===== src/rtl/aes_round_stage.sv =====
// Registered AES-128 round datapath: ShiftRows -> MixColumns -> AddRoundKey, one register per stage.
// Optional macro AES_ROUND_INITIAL_EN adds an initial_round port that makes both stages pass through (round-0 whitening).
module aes_round_stage (
  input  logic         clk,
  input  logic         rst,
  input  logic         enable,
  input  logic         load,
  input  logic [127:0] state,
  input  logic [127:0] key,
  input  logic         final_round,
`ifdef AES_ROUND_INITIAL_EN
  input  logic         initial_round,
`endif
  output logic [127:0] state_out,
  output logic         done
);

  localparam int unsigned BLK_W  = 128;
  localparam int unsigned BYTE_W = 8;
  localparam int unsigned COL_W  = 32;
  localparam int unsigned N_ROW  = 4;
  localparam int unsigned N_COL  = 4;

  function automatic logic [BYTE_W-1:0] xtime(input logic [BYTE_W-1:0] b);
    return {b[6:0], 1'b0} ^ (b[7] ? 8'h1b : 8'h00);
  endfunction

  // Byte k = row (k mod 4), column (k div 4); out[r][c] = in[r][(c+r) mod 4]
  function automatic logic [BLK_W-1:0] shift_rows(input logic [BLK_W-1:0] s);
    logic [BLK_W-1:0] o;
    o = '0;
    for (int c = 0; c < int'(N_COL); c++) begin
      for (int r = 0; r < int'(N_ROW); r++) begin
        o[127-8*(4*c+r) -: 8] = s[127-8*(4*((c+r)%4)+r) -: 8];
      end
    end
    return o;
  endfunction

  function automatic logic [COL_W-1:0] mix_column(input logic [COL_W-1:0] col);
    logic [BYTE_W-1:0] a0, a1, a2, a3;
    logic [BYTE_W-1:0] o0, o1, o2, o3;
    a0 = col[31:24];
    a1 = col[23:16];
    a2 = col[15:8];
    a3 = col[7:0];
    o0 = xtime(a0) ^ (xtime(a1) ^ a1) ^ a2 ^ a3;
    o1 = a0 ^ xtime(a1) ^ (xtime(a2) ^ a2) ^ a3;
    o2 = a0 ^ a1 ^ xtime(a2) ^ (xtime(a3) ^ a3);
    o3 = (xtime(a0) ^ a0) ^ a1 ^ a2 ^ xtime(a3);
    return {o0, o1, o2, o3};
  endfunction

  function automatic logic [BLK_W-1:0] mix_columns(input logic [BLK_W-1:0] s);
    logic [BLK_W-1:0] o;
    o = '0;
    for (int c = 0; c < int'(N_COL); c++) begin
      o[127-32*c -: 32] = mix_column(s[127-32*c -: 32]);
    end
    return o;
  endfunction

  logic             stage1_en_c;
  logic [BLK_W-1:0] sr_c;
  logic [BLK_W-1:0] mc_c;

  logic             s1_done;
  logic [BLK_W-1:0] s1_state;
  logic [BLK_W-1:0] s1_key;
  logic             s1_final;
  logic             s2_done;
  logic [BLK_W-1:0] s2_state;
  logic [BLK_W-1:0] s2_key;
`ifdef AES_ROUND_INITIAL_EN
  logic             s1_init;
`endif

  assign stage1_en_c = enable & ~load;

  // Stage 1/2 combinational transforms; whitening requests skip both
  always_comb begin
    sr_c = shift_rows(state);
    mc_c = mix_columns(s1_state);
`ifdef AES_ROUND_INITIAL_EN
    if (initial_round) sr_c = state;
    if (s1_init || s1_final) mc_c = s1_state;
`else
    if (s1_final) mc_c = s1_state;
`endif
  end

  // Key and round flags ride along with their state so late input changes cannot corrupt accepted requests
  always_ff @(posedge clk) begin
    if (rst) begin
      s1_done   <= 1'b0;
      s1_state  <= '0;
      s1_key    <= '0;
      s1_final  <= 1'b0;
      s2_done   <= 1'b0;
      s2_state  <= '0;
      s2_key    <= '0;
      done      <= 1'b0;
      state_out <= '0;
`ifdef AES_ROUND_INITIAL_EN
      s1_init   <= 1'b0;
`endif
    end else begin
      s1_done <= stage1_en_c;
      if (stage1_en_c) begin
        s1_state <= sr_c;
        s1_key   <= key;
        s1_final <= final_round;
`ifdef AES_ROUND_INITIAL_EN
        s1_init  <= initial_round;
`endif
      end
      s2_done <= s1_done;
      if (s1_done) begin
        s2_state <= mc_c;
        s2_key   <= s1_key;
      end
      done <= s2_done;
      if (s2_done) state_out <= s2_state ^ s2_key;
    end
  end

endmodule


===== config.mk =====
export PLATFORM = sky130hd
export DESIGN_NAME = aes_round_stage
export DESIGN_NICKNAME = d
export VERILOG_FILES = /design/src/rtl/aes_round_stage.sv
export SDC_FILE = /design/constraint.sdc
export NUM_CORES = 1
export LEC_CHECK = 0
export CAP_MARGIN = 15
export CORE_UTILIZATION = 45
export DETAILED_ROUTE_END_ITERATION = 10
export GPL_TIMING_DRIVEN = 0
export PLACE_DENSITY_LB_ADDON = 0.08
export RECOVER_POWER = 25
export SYNTH_ARGS = -nofsm -noshare
export SYNTH_HDL_FRONTEND = slang
export SYNTH_SLANG_ARGS = --single-unit

===== constraint.sdc =====
create_clock -name clk -period 2.2 [get_ports clk]
set_input_delay 0.22 -clock clk [delete_from_list [all_inputs] [get_ports clk]]
set_output_delay 0.22 -clock clk [all_outputs]
set_load 0.03 [all_outputs]

== Yosys cells after proc, flatten, opt, wreduce, memory -nomap -nowiden ==
Cells that the tools add are included.

* Register bits after elaboration: 644
* Input port bits: 261
* Output and inout bits: 129

* Muxes and demuxes: 17
* Bitwise logic cells: 83

{| class="wikitable"
|+ Operators by type and width
! operator !! number
|-
| 8-bit XOR || 64
|-
| 128-bit two-way mux || 1
|-
| 128-bit XOR || 1
|-
| 8-bit by 5-bit XOR with 8-bit output || 16
|-
| 5-bit two-way mux || 16
|-
| 1-bit AND || 1
|-
| 1-bit NOT || 1
|}

== Longest topological paths before layout ==
* Depth in word-level cells: 7
* Mapped depth: 6

== Worst setup path after synthesis ==
No wires, ideal clock.

* Path kind: register to register
* From: register s1_state[23]
* To: register s2_state[25]
* Arrival: 1464 ps
* Required time: 2114 ps
* Slack: 651 ps
* Stages on the path, launching flop included: 5
* Path buffers: 1
* Cells stage by stage: dfxtp_1 -> clkbuf_1 -> xnor2_1 -> xnor3_1 -> a211oi_1

* Cells in the longest elaborated chain, start to end: 7

{| class="wikitable"
|+ RTL lines
! what !! line !! source
|-
| start, declared || 68 || <nowiki>logic [BLK_W-1:0] s1_state;</nowiki>
|-
| start signal, assigned || 110 || <nowiki>s1_state <= sr_c;</nowiki>
|-
| 5-bit two-way mux || 25 || <nowiki>return {b[6:0], 1'b0} ^ (b[7] ? 8'h1b : 8'h00);</nowiki>
|-
| 8-bit by 5-bit XOR with 8-bit output || 25 ||
|-
| 8-bit XOR (4 in series) || 47 || <nowiki>o0 = xtime(a0) ^ (xtime(a1) ^ a1) ^ a2 ^ a3;</nowiki>
|-
| 128-bit two-way mux || 88 || <nowiki>if (s1_final) mc_c = s1_state;</nowiki>
|-
| end signal, assigned || 119 || <nowiki>s2_state <= mc_c;</nowiki>
|-
| end, declared || 72 || <nowiki>logic [BLK_W-1:0] s2_state;</nowiki>
|}

No other way between the ends.
A chain may end at the register's enable or synchronous reset.

== Worst setup path in the final report ==
* From: register s1_final
* To: register s2_state[51]

* Cells in the longest elaborated chain, start to end: 1

{| class="wikitable"
|+ RTL lines
! what !! line !! source
|-
| start, declared || 70 || <nowiki>logic s1_final;</nowiki>
|-
| start signal, assigned || 112 || <nowiki>s1_final <= final_round;</nowiki>
|-
| 128-bit two-way mux || 88 ||
|}

No other way between the ends.

==> summary.md <==
| Metric | Value |
|---|---|
| Status | `finished clean` |
| Required @ worst endpoint | `around 2.7 ns` |
| Synth top area cells | `dfxtp_1 (44%), xnor3_1 (11%), nand2_1 (7.2%), a21oi_1 (5.5%), xnor2_1 (5.3%)` |
| Tot GR Track Use | `29.1%` |
| Fmax | `0.476 GHz` |
| Worst path arrival time | `2.59 ns` |
| Antenna fix cells | `0` |
| WP buf/inv | `3` |
| Final clock skew | `around 0.028 ns` |
| CP endpoint kind | `flip-flop` |
| Cell variety after synth | `32` |
| Placed cell areas | `34600 um^2` |
| Setup CP Type | `reg2reg` |
| FP Rows | `slightly above 90` |
| Startpoint Class | `flip-flop` |
| Slew headroom | `16.7%` |
| Slowest stage delay, CP | `0.51 ns` |
| Remaining antenna violation count after routing | `0` |
| Slack of the critical path | `roughly 0.1 ns` |
| Die footprint | `about 67000 um^2` |
| Post-synth top area cell | `dfxtp_1` |
| Slowest CP cell | `clkbuf_1` |
| Setup Buffers After CTS | `0` |
| Worst hold path class | `in2reg` |
| DR WL/cell | `22.0 um` |
| Clk sinks | `644` |
| Layout cells sized above 1 | `4.80%` |
| Leak | `0.0137 uW` |
| Area of the multi-input gates | `15400 um^2` |
| Vias in the first global route | `around 24000` |
| CTS tree | `built` |
| Root buffer cell | `clkbuf_16` |
| P_sw | `7330 uW` |
| Seq/Total Area, Yosys | `43.7%` |
| WL final | `98800 um` |
| Fin cells | `roughly 4500` |
| Number of port buffers | `388` |
| Setup-failing EPs final | `0` |
| Slew @ Worst Pin | `1.25 ns` |
| Final hold violations | `0` |
| Commonest non-fill, non-tap cells in the layout | `dfxtp_1 (644), nand2_1 (565), a21oi_1 (324)` |
| Finished Cell Area | `36900 um^2` |
| Routed via count | `24400` |
| Clock Latency Late Sink | `about 0.6 ns` |
| Placed Cells | `4376` |
| Synth Cell Area | `29500 um^2` |
| Syn Nets | `between 3000 and 4000` |
| Cells after synthesis | `3128` |
| Fin nets | `3855` |
| Crit path max fanout | `10` |
| Int Pwr | `21500 uW` |
| Die Ht | `258 um` |
| RSZ-0062 raised after global routing | `no` |
| Clock slew at reported path FFs | `0.06 ns` |
| Die X | `about 260 um` |
| Synth warnings | `0` |
| Fill count | `5671` |
| Post-DP HPWL | `75000 um` |
| Starting DRT DRC Count | `~1700` |
| GRT overflow | `0` |
| Combinational power share | `14.9%` |
| Crit path cell chain | `clkbuf_1 -> clkbuf_2 -> clkbuf_1 -> a21oi_1 -> a211oi_1` |
| GPL Wtd Cong | `0.898` |
| Synth top area share | `43.7%` |
| Number of remaining DRC errors | `0` |
| VDD IR max | `552 uV` |
| H-Tree Depth | `3` |
| Register area | `roughly 13000 um^2` |
| Crit path time final | `2.10 ns` |
| Pwr dens | `approximately 780 nW/um^2` |
| Largest net degree at the start of global routing | `15` |
| CP dominant cell by count | `clkbuf_1` |
| Most common cell after layout, fill and taps aside | `dfxtp_1` |
| CTS Buffer Depth | `3` |
| Final Max Tran Viols | `0` |
| Average via count per standard cell | `5.42` |
| Pre-CTS WS | `-0.714 ns` |
| CTS buffer count | `70` |
| Synthesis-to-layout area growth | `25.2%` |
| Number of synthesized register bits | `between 600 and 700` |
| Initial core utilization | `45.7%` |
| Critical path's top delay family | `buffers and inverters` |
| Initial antenna violation count | `2` |
| First-pass GRT wire length | `147000 um` |
| # IOs | `390` |
| WHS | `0.164 ns` |
| Core Box Area | `64600 um^2` |
| Switching portion of total power | `25.5%` |
| Final worst-path cycle share | `95.4%` |
| Clk network pwr share | `41.6%` |
| Reg power frac | `~44%` |
| Router iterations before antenna repair | `7` |
| Max-cap violation count | `0` |
| Post-Syn Area per Cell | `9.43 um^2` |
-- cell type report --
type | count | share of cell area, %
multi-input combinational | 2169 | 41.7
inverter | 2 | 0.0203
clock inverter | 22 | 0.660
sequential | 644 | 34.9
tap | 855 | 2.90
timing repair buffer | 394 | 10.9
clock buffer | 99 | 5.64
buffer | 313 | 3.36
-- routing by layer --
layer	track usage [%]	part of all wire, %
met1	39.3	44
met2	48.3	47
met3	3.64	6.2
met4	9.50	2.8
met5	0	0
-- synthesized netlist by cell type --
master,count
and2_1,1
buf_1,26
inv_1,2
nand2b_1,2
o221ai_1,19
a211oi_1,177
nor2_1,305
nand3b_1,12
clkbuf_1,262
nor3_1,19
a21oi_1,324
o221a_2,4
o31a_1,19
dfxtp_1,644
nand2_1,566
nor3b_1,34
clkbuf_2,1
xor2_2,3
or3_1,12
xor3_1,34
xnor3_1,142
xnor2_1,177
nor2b_1,3
a41oi_1,12
and3b_1,10
xor2_1,50
o21ai_0,38
a31oi_1,25
o22ai_1,48
mux2i_1,128
xnor2_2,5
buf_2,24
-- sequential cells by signal, indices dropped and copies added, names as in the netlist --
name,cells
s2_done,1
s1_state,128
done,1
s1_key,128
s2_key,128
s1_final,1
state_out,128
s2_state,128
s1_done,1
-- through the flow --
step / setup TNS (ns) / total power [uW] / util, %
after global placement: -254.23 / 16900 / 53.4
after floorplan: 0 / 15400 / -
after global routing: 0 / 29700 / 57.2
after detailed placement: -123.66 / 17000 / 53.5
final: 0 / 28800 / 57.2
after CTS: 0 / 28900 / 57.1
-- tightest hold or removal path, delay by kind of cell --
| kind | cells | cell delay [ns] |
|---|---|---|
| AO/OA/AOI/OAI | 1 | 0.05 |
| buffers and inverters | 1 | 0.39 |
| AND/OR/NAND/NOR | 1 | 0.06 |
-- cells by family after synthesis --
| group | share of synthesized area [%] |
|---|---|
| AND/OR/NAND/NOR | 13.3 |
| AO/OA/AOI/OAI | 13.8 |
| flip-flops | 43.7 |
| XOR/XNOR | 20.8 |
| buffers and inverters | 4.11 |
| multiplexers | 4.34 |
-- power by group through the flow --
stage	sequential (uW)	combinational (uW)	clock (uW)
2_1_floorplan	12700	2630	0
4_1_cts	12500	4280	12100
3_3_place_gp	12800	4170	0
5_1_grt	12600	4570	12600
6_report	12500	4290	12000
3_5_place_dp	12800	4250	0
-- final timing paths --
| check | start | end | slack, ns | depth (start not counted) |
|---|---|---|---|---|
| worst max register to register | s1_final$_SDFFE_PP0P_ | s2_state[51]$_SDFFE_PP0P_ | 0.10 | 5 |
| worst min register to register | s1_key[127]$_SDFFE_PP0P_ | s1_key[127]$_SDFFE_PP0P_ | 0.46 | 2 |
| worst max-delay path | s1_final$_SDFFE_PP0P_ | s2_state[51]$_SDFFE_PP0P_ | 0.10 | 5 |
| worst min-delay path | key[107] | s1_key[107]$_SDFFE_PP0P_ | 0.16 | 3 |
-- timing repair --
| action | in CTS | in global routing |
|---|---|---|
| hold buffers | 0 | 0 |
| gates resized for setup | 10 | 23 |
| hold endpoints to repair | 0 | 0 |
| endpoints found under the setup margin | 242 | 134 |
No activity file was read; power rests on OpenSTA's default activity.
